`config.mk`:
```
export PLATFORM = sky130hd
export DESIGN_NAME = out_signature
export DESIGN_NICKNAME = d
export VERILOG_FILES = /design/src/rtl/out_signature.sv
export SDC_FILE = /design/constraint.sdc
export NUM_CORES = 1
export LEC_CHECK = 0
export ABC_AREA = 1
export ABC_CLOCK_PERIOD_IN_PS = 1380
export BUFFER_PORTS_ARGS = -buffer_cell sky130_fd_sc_hd__buf_4
export CORE_ASPECT_RATIO = 0.5
export CORE_MARGIN = 2
export CORE_UTILIZATION = 25
export DETAILED_ROUTE_END_ITERATION = 6
export SYNTH_ARGS = -nofsm -noshare
export SYNTH_HDL_FRONTEND = slang
export SYNTH_SLANG_ARGS = --single-unit
```
`constraint.sdc`:
```
create_clock -name clk -period 1.38 [get_ports clk]
set_input_delay 0.138 -clock clk [delete_from_list [all_inputs] [get_ports clk]]
set_output_delay 0.138 -clock clk [all_outputs]
set_load 0.02 [all_outputs]
```
`src/rtl/out_signature.sv`:
```
// out_signature: compresses the scan-inject core's 1-bit output into a 16-bit
// MISR signature plus a ones count over a fixed window, handed off via valid/ready.
module out_signature #(
    parameter int          WINDOW = 64,
    parameter logic [15:0] SEED   = 16'hACE1,
    localparam int         CW     = $clog2(WINDOW + 1)
) (
    input  logic          clk,
    input  logic          rst,
    input  logic          start,
    input  logic          din,
    output logic          busy,
    output logic          valid,
    input  logic          ready,
    output logic [15:0]   sig,
    output logic [CW-1:0] ones
);

    typedef enum logic [1:0] {
        IDLE = 2'b00,
        RUN  = 2'b01,
        DONE = 2'b10
    } state_t;

    // Counter value seen on the cycle that takes the final sample.
    localparam logic [15:0] LAST_CNT = 16'(WINDOW - 1);

    state_t        state_r;
    state_t        state_s;
    logic [15:0]   sig_r;
    logic [15:0]   sig_s;
    logic [15:0]   cnt_r;
    logic [15:0]   cnt_s;
    logic [CW-1:0] ones_r;
    logic [CW-1:0] ones_s;
    logic          busy_r;
    logic          valid_r;

    function automatic logic misr_fb(input logic [15:0] s);
        return s[15] ^ s[13] ^ s[12] ^ s[10];
    endfunction

    // Next-state and datapath update for the IDLE/RUN/DONE controller.
    always_comb begin
        state_s = state_r;
        sig_s   = sig_r;
        ones_s  = ones_r;
        cnt_s   = cnt_r;
        case (state_r)
            IDLE: begin
                if (start) begin
                    state_s = RUN;
                    sig_s   = SEED;
                    ones_s  = {CW{1'b0}};
                    cnt_s   = 16'h0000;
                end else begin
                    state_s = IDLE;
                end
            end
            RUN: begin
                sig_s  = {sig_r[14:0], misr_fb(sig_r) ^ din};
                ones_s = ones_r + CW'(din);
                cnt_s  = cnt_r + 16'd1;
                if (cnt_r == LAST_CNT) begin
                    state_s = DONE;
                end else begin
                    state_s = RUN;
                end
            end
            DONE: begin
                if (ready) begin
                    state_s = IDLE;
                end else begin
                    state_s = DONE;
                end
            end
            default: begin
                state_s = IDLE;
            end
        endcase
    end

    // State and result registers; busy/valid are registered from the next state
    // so every output comes straight from a flop.
    always_ff @(posedge clk) begin
        if (rst) begin
            state_r <= IDLE;
            sig_r   <= 16'h0000;
            ones_r  <= {CW{1'b0}};
            cnt_r   <= 16'h0000;
            busy_r  <= 1'b0;
            valid_r <= 1'b0;
        end else begin
            state_r <= state_s;
            sig_r   <= sig_s;
            ones_r  <= ones_s;
            cnt_r   <= cnt_s;
            busy_r  <= (state_s == RUN);
            valid_r <= (state_s == DONE);
        end
    end

    assign busy  = busy_r;
    assign valid = valid_r;
    assign sig   = sig_r;
    assign ones  = ones_r;

endmodule

```
=== Word level (Yosys, flattened, before mapping) ===
Index checks and enable logic that the tools add are counted.

* Output and inout bits: 25
* Word-level logic and storage cells: 31
* Bits in registers: 43

* Equality and inequality tests: 6
* Bitwise operators: 4
* $add $sub $neg: 2
* Mux-type cells: 10
* Reductions and logical operators: 3

{| class="wikitable"
|+ Operator list
! operator !! count
|-
| $pmux W16 S2 || 2
|-
| $mux W16 || 2
|-
| $add A16 B1 Y16 const B || 1
|-
| $eq A16 B6 Y1 const B || 1
|-
| $pmux W7 S2 || 1
|-
| $add A7 B1 Y7 || 1
|-
| $mux W7 || 1
|-
| $pmux W2 S3 || 1
|-
| $eq A2 B1 Y1 const B || 2
|-
| $eq A2 B2 Y1 const B || 2
|-
| $mux W2 || 2
|-
| $xor A1 B1 Y1 || 4
|-
| $logic_not A2 Y1 || 1
|-
| $ne A2 B2 Y1 const B || 1
|-
| $reduce_and A2 Y1 || 1
|-
| $reduce_bool A2 Y1 || 1
|-
| $mux W1 || 1
|}

=== Logic depth before layout (Yosys ltp) ===
Gate-level depths: netlist (run 1).

* Depth in word-level cells: 5
* Depth in mapped cells: 10
* Mapped depth without buffers: 10

=== Worst setup path after synthesis (run 1) ===
OpenSTA, ideal clock, no wires.

* Path type: register -> register
* From: register ones_r[0], in the netlist ones[0]
* To: register ones_r[6], in the netlist ones[6]
* Arrival: 1.320 ns
* Required time: 1.267 ns
* Path slack: -0.053 ns
* Path buffers: 0
* Stages on the path, launching flop included: 10
* Cells stage by stage: dfxtp_1 ha_1 ha_1 nand2_1 nor2_1 nand2_1 nor2_1 nand2_1 nor2_1 nor2_1

* Cells in the longest elaborated chain, start to end: 2

{| class="wikitable"
|+ Ends and longest elaborated chain
! what !! line !! RTL
|-
| start, declared || 34 || <nowiki>logic [CW-1:0] ones_r;</nowiki>
|-
| start signal, assigned || 89 || <nowiki>ones_r <= {CW{1'b0}};</nowiki>
|-
| start signal, assigned || 96 || <nowiki>ones_r <= ones_s;</nowiki>
|-
| $add A7 B1 Y7 || 62 || <nowiki>ones_s = ones_r + CW'(din);</nowiki>
|-
| $pmux W7 S2 || 49 || <nowiki>case (state_r)</nowiki>
|}

No other way between the ends.
A chain may end at the register's enable or synchronous reset.

=== Final worst setup path (run 1) ===
Same ends and word-level chain as after synthesis.

==> results of run 1 <==
cells in the mapped netlist:
cell       n  area share
buf_2      3      0.0073
o21bai_1   3       0.011
nand2_1   93        0.17
dfxtp_1   43        0.42
nand3b_1   2      0.0073
xor2_1     1      0.0043
o221a_2    6       0.033
clkbuf_1   3      0.0055
o21ai_0    9       0.022
nand2_2    4       0.012
a21oi_1   29       0.071
and2_1     1      0.0031
ha_1       3       0.018
nor2_1    32       0.059
nand2_4    2       0.011
nor2_4     4       0.022
inv_2      4      0.0073
buf_4      2      0.0073
nor3_1     4      0.0098
o22ai_1    3      0.0092
clkbuf_8   1      0.0067
nand3_1   14       0.034
inv_1     24       0.044
a211oi_1   1      0.0037
cells in the final DEF, fill, tap and decap left out, drive strengths merged:
cell and n:
o21bai 3, clkbuf 5, a211oi 1, buf 42
and2 1, o21ai 9, a21oi 29, dfxtp 43
inv 27, nand3 14, xor2 1, nor3 4
o22ai 3, clkinv 3, nand2 99, o221a 6
ha 3, nor2 36, nand3b 2
repair_timing:
item                                    CTS  global route
resized for setup                         0            12
buffers inserted                          0             0
endpoints found under the setup margin    0             8
metal layers:
metal,track usage,vias to the layer above,share of wire
li1,-,1018,-
met1,0.1424,864,0.52
met2,0.1940,17,0.45
met3,0.02444,5,0.021
met4,0.02853,0,0.0086
met5,0,-,0
report_power, final:
group          internal, mW  leakage (nW)  switching [mW]
Sequential             1.28         0.351          0.0367
Combinational         0.128         0.629           0.193
Clock                 0.660        0.0696           0.472
Total                  2.07          1.05           0.702
cells by family (layout without fill, tap and decap cells):
family,Yosys count,count (layout),share of synthesized area
adder cells (fa/ha/maj),3,3,0.01834
AND/OR/NAND/NOR,156,156,0.3288
AO/OA/AOI/OAI,51,51,0.1498
XOR/XNOR,1,1,0.004280
buffers and inverters,37,77,0.07823
flip-flops,43,43,0.4205
cell type report:
type,count,share of cell area
Clock buffer,5,0.04769
Clock inverter,2,0.005246
Inverter,28,0.04053
Multi-Input combinational cell,211,0.4034
Sequential cell,43,0.3295
Tap cell,112,0.05341
Timing Repair Buffer,42,0.1202
tightest hold or removal path: cells and delay by family:
family	cells	cell delay (ns)
and+or+nand+nor	1	0.11
buffers and inverters	1	0.07
AOI/OAI and AO/OA	1	0.07
stage by stage:
| stage | TNS, ns | total power [mW] | instance area [sq um] |
|---|---|---|---|
| CTS | 0 | 2.790 | 2587 |
| detailed placement | 0 | 1.665 | 2449 |
| finish | 0 | 2.773 | 2624 |
| global placement | 0 | 1.663 | 2449 |
| floorplan | 0 | 1.536 | 2048 |
| global route | -0.08233 | 2.887 | 2624 |
how the worst max path moves through the flow:
stage | start | to | slack [ns] | cells after the start
after floorplan | ones[0] | ones[6] | 0.04 | 9
after global placement | ones[0] | ones[6] | 0.06 | 9
after detailed placement | ones[0] | ones[6] | 0.06 | 9
after CTS | cnt_r[0] | valid | 0.03 | 7
after global routing | ones[0] | ones[6] | -0.08 | 10
final | ones[0] | ones[6] | 0.08 | 10
registers in the layout, indices dropped and copies added, names as in the netlist:
register,cells
sig,16
cnt_r,16
busy,1
state_r,2
ones,7
valid,1
==> impl_metrics.toml, run 1 <==
[power]
p_per_area_mw_per_mm2 = 1057
p_leak_nw = 1.050
irDropWorstVdd_v = 0.0003975

[layout]
fin_util = 0.3291
multi_input_area_sq_mm = 0.001059
area_growth_pct = 28.18
num-fill-cells = 866
register_area_sq_um = 864.6
layout-drive-gt1-share = 0.2356
n_antenna_cell = 0
fin_cells = 443
final_nets = 339

[routing]
drc = 0
drtAntennaViolNets = 0
first_pass_iters = 4
wirelength_mm = 4.860
wl_per_cell_microns = 10.97
via_per_inst = 4.298
num_vias = 1904
drt_iter0_markers = 57

[placed_design]
place_ws_ns = 0.05610
dp.cells = 436
io_buffers = 29
hpwl_mm = 3.546
gp_congestion = 0.7832

[worst_setup_path]
endpoint_kind = "flip-flop"
r2r-start = "ones[0]"
crit_top_cell = "nand2_1"
crit_type = "flip-flop to flip-flop"
r2r_cells = 10
rrSetupSlack_ns = 0.08
slowest_stage = "dfxtp_2"
cp.arrival_ns = 1.53
worstPathRequired_ns = 1.60
crit_fanout = 2
path_buf_inv = 0
crit_chain = "ha_4 > ha_4 > nand2_2 > nor2_1 > nand2_1 > nor2_2 > nand2_1 > nand2_1 > nand2_1 > nor2_1"
crit_family = "simple AND/OR/NAND/NOR gates"
critPathMaxStageDelay_ns = 0.35
start_kind = "flip-flop"
regToRegEndpoint = "ones[6]"

[timing]
finClkSkew_ns = 0.002306
final.min_clock_period_ns = 1.303
fin_ws_ns = 0.07723
rsz0062_at_grt = "yes"
fmaxAchievable_ghz = 0.7676
finalHoldViolations = 0
slew_viol_final = 0
period_share = 0.9440
worst_pin_slew_ns = 0.3054
fin_hold_ws_ns = 0.1583
setup_viol = 0
max_slew_margin = 0.7961

[min_path]
hp-start = "ready"
min_path_cells = 3
min_path_type = "primary input to flip-flop"
min_to = "state_r[1]"

[yosys]
synth_seq_area_share = 0.4205
synth_fp_nets = 299
ys_ff_latch = 43
syn_avg_cell_area_sq_um = 7.034
netlist_area_sq_mm = 0.002047
ys_types = 24
ys_warn_count = 0
syn_inst = 291

[global_route]
grt_remaining_overflow = 0
grt_pass1_vias = 1693
grt_start_max_net_pins = 21
antenna_found_initial = 0
grt_pass1_wl_mm = 8.038
grtUsageTotal = 0.1111

[clock_tree]
cts_tree = "done"
cts_root_buf = "clkbuf_16"
path_clk_slew_ns = 0.06
clk_latency_ns = 0.28
ctsHoldBuffers = 0
numCtsBuffers = 5
clockBufferDepth = 2
htree_num_levels = 2
clock-sinks = 43

[status]
outcome = "complete, no violations"

[floorplan]
die_w_microns = 132.0
die_h_microns = 67.99
io_pins = 30
start_util = 0.2568
fp.coreArea_sq_mm = 0.007971
num_rows = 23
die_area_sq_mm = 0.008972

[job]
cap_violations = 0
(Power assumes the default switching activity.)
==> run 2: changes to the inputs <==
--- a/config.mk
+++ b/config.mk
@@ -10,7 +10,7 @@
 export BUFFER_PORTS_ARGS = -buffer_cell sky130_fd_sc_hd__buf_4
 export CORE_ASPECT_RATIO = 0.5
 export CORE_MARGIN = 2
-export CORE_UTILIZATION = 25
+export CORE_UTILIZATION = 35
 export DETAILED_ROUTE_END_ITERATION = 6
 export SYNTH_ARGS = -nofsm -noshare
 export SYNTH_HDL_FRONTEND = slang
==> run 2 against run 1 <==
Against the previous run: combinational power increased by 2%; count of clock-buffer cells in the layout stayed put; first-iteration DRC count grew 61%; sequential cell count is the same; fmax is 2.5% lower; global-route usage up 4.8 points; clock power grew 22%; worst setup slack got worse by 0.033 ns; via count increased by 2.9%; critical path depth is 1 lower; largest power group is now clock; highest routed layer unchanged.
==> impl_metrics.toml, run 2 (same netlist as run 1, synthesis figures left out) <==
[min_path]
min_path_type = "primary input to flip-flop"
min_path_cells = 3

[worst_setup_path]
slowest_stage = "dfxtp_2"
cp.arrival_ns = 1.52
crit_type = "flip-flop to flip-flop"
worstPathRequired_ns = 1.57
start_kind = "flip-flop"
endpoint_kind = "flip-flop"
crit_top_cell = "nor2_1"
critPathMaxStageDelay_ns = 0.35
r2r_cells = 9
crit_chain = "ha_4 > ha_4 > nand2_2 > nor2_1 > nand2_1 > nor2_2 > nand2_1 > nor2_1 > nor2_1"
crit_fanout = 2

[power]
p_per_area_mw_per_mm2 = 1151
power_switching_mw = 0.7578
power.total_mw = 3.030
irDropWorstVdd_v = 0.0005735
internal-power_mw = 2.272
seqPwrFrac = 0.436
p_leak_nw = 1.068
pwr-share-comb = 0.108
switching_share = 0.2501
pwr-share-clk = 0.457

[clock_tree]
htree_num_levels = 2
cts_tree = "done"
path_clk_slew_ns = 0.07
ctsHoldBuffers = 0
cts_root_buf = "clkbuf_16"
clockBufferDepth = 2
numCtsBuffers = 5
clock-sinks = 43
clk_latency_ns = 0.29

[timing]
max_slew_margin = 0.7890
final.min_clock_period_ns = 1.336
slew_viol_final = 0
fmaxAchievable_ghz = 0.7484
finalHoldViolations = 0
finClkSkew_ns = 0.004597
period_share = 0.9682
setup_viol = 0
finalSetupTns_ns = 0
worst_pin_slew_ns = 0.3162

[global_route]
grt_pass1_wl_mm = 8.211
grt_pass1_vias = 1758
antenna_found_initial = 0
grtUsageTotal = 0.1594
grt_remaining_overflow = 0
grt_start_max_net_pins = 21

[floorplan]
io_pins = 30
die_area_sq_mm = 0.006513
start_util = 0.3680
num_rows = 19
fp.coreArea_sq_mm = 0.005563
die_w_microns = 112.2
die_h_microns = 58.08

[layout]
fin_cells = 406
num-fill-cells = 577
fin_util = 0.4732
final_nets = 340
final_common_cell = "nand2_1"
layout-drive-gt1-share = 0.2462
n_antenna_cell = 0
mostFrequentLayoutCells = "91 x nand2_1, 42 x buf_4, 40 x dfxtp_1"
area_growth_pct = 28.61

[routing]
wl_per_cell_microns = 12.53
via_per_inst = 4.825
num_vias = 1959
drc = 0
drt_iter0_markers = 92
drtAntennaViolNets = 0
wirelength_mm = 5.087
first_pass_iters = 4

[placed_design]
dp.cells = 394
hpwl_mm = 3.493
gp_congestion = 0.8538
io_buffers = 29

[job]
cap_violations = 0

[status]
outcome = "complete, no violations"
## run 2: cell count changes in the layout (fill, tap and decap cells not counted), sizes merged
cell and change:
buf +1, bufinv +1, clkinv -2, clkinvlp +1, inv +1
## run 2: path summary, 6_finish.rpt
| path | start | endpoint | slack [ns] |
|---|---|---|---|
| worst max-delay path | ones[0] | ones[6] | 0.04 |
| worst min-delay path | ready | state_r[1] | 0.15 |
| worst max register to register | ones[0] | ones[6] | 0.04 |
| worst min register to register | cnt_r[0] | cnt_r[0] | 0.45 |
## run 2: layer usage
layer  global-route usage  part of all wire  wire, microns
met1               0.2015              0.48           2429
met2               0.2711              0.47           2367
met3              0.03347             0.042            214
met4              0.06620             0.015             76
met5                    0                 0              0
## run 2: what timing repair did
action	CTS	global route
setup buffers	0	4
endpoints found under the setup margin	0	9
gates resized for setup	0	13
## run 2: per-stage QoR
stage                     area, sq um  worst slack (ns)  hold WS [ns]
after floorplan                  2048           0.03855        0.3484
final                            2633           0.04387        0.1533
after global placement           2390           0.09600        0.4530
after global routing             2633          -0.03828        0.1847
after CTS                        2561           0.02036        0.1554
after detailed placement         2390           0.03611        0.4540
## run 2: layout make-up
type,count,area (sq um),share of cell area
multi-input combinational,211,1064,0.4040
sequential,43,864.6,0.3284
timing repair buffer,43,335.3,0.1274
clock buffer,5,125.1,0.04753
inverter,28,106.4,0.04040
tap,73,91.34,0.03470
clock inverter,3,46.29,0.01759
## run 2: power groups by stage
stage	Combinational (mW)	Clock [mW]	Sequential (mW)
floorplan	0.157	0	1.38
global placement	0.318	0	1.34
detailed placement	0.321	0	1.35
CTS	0.322	1.40	1.32
global route	0.355	1.45	1.33
finish	0.326	1.38	1.32
## run 2: critical path, delay by kind of cell (launching register included)
family	cells	cell delay, ns
adders and majority gates	2	0.27
DFF	1	0.35
and+or+nand+nor	7	0.61
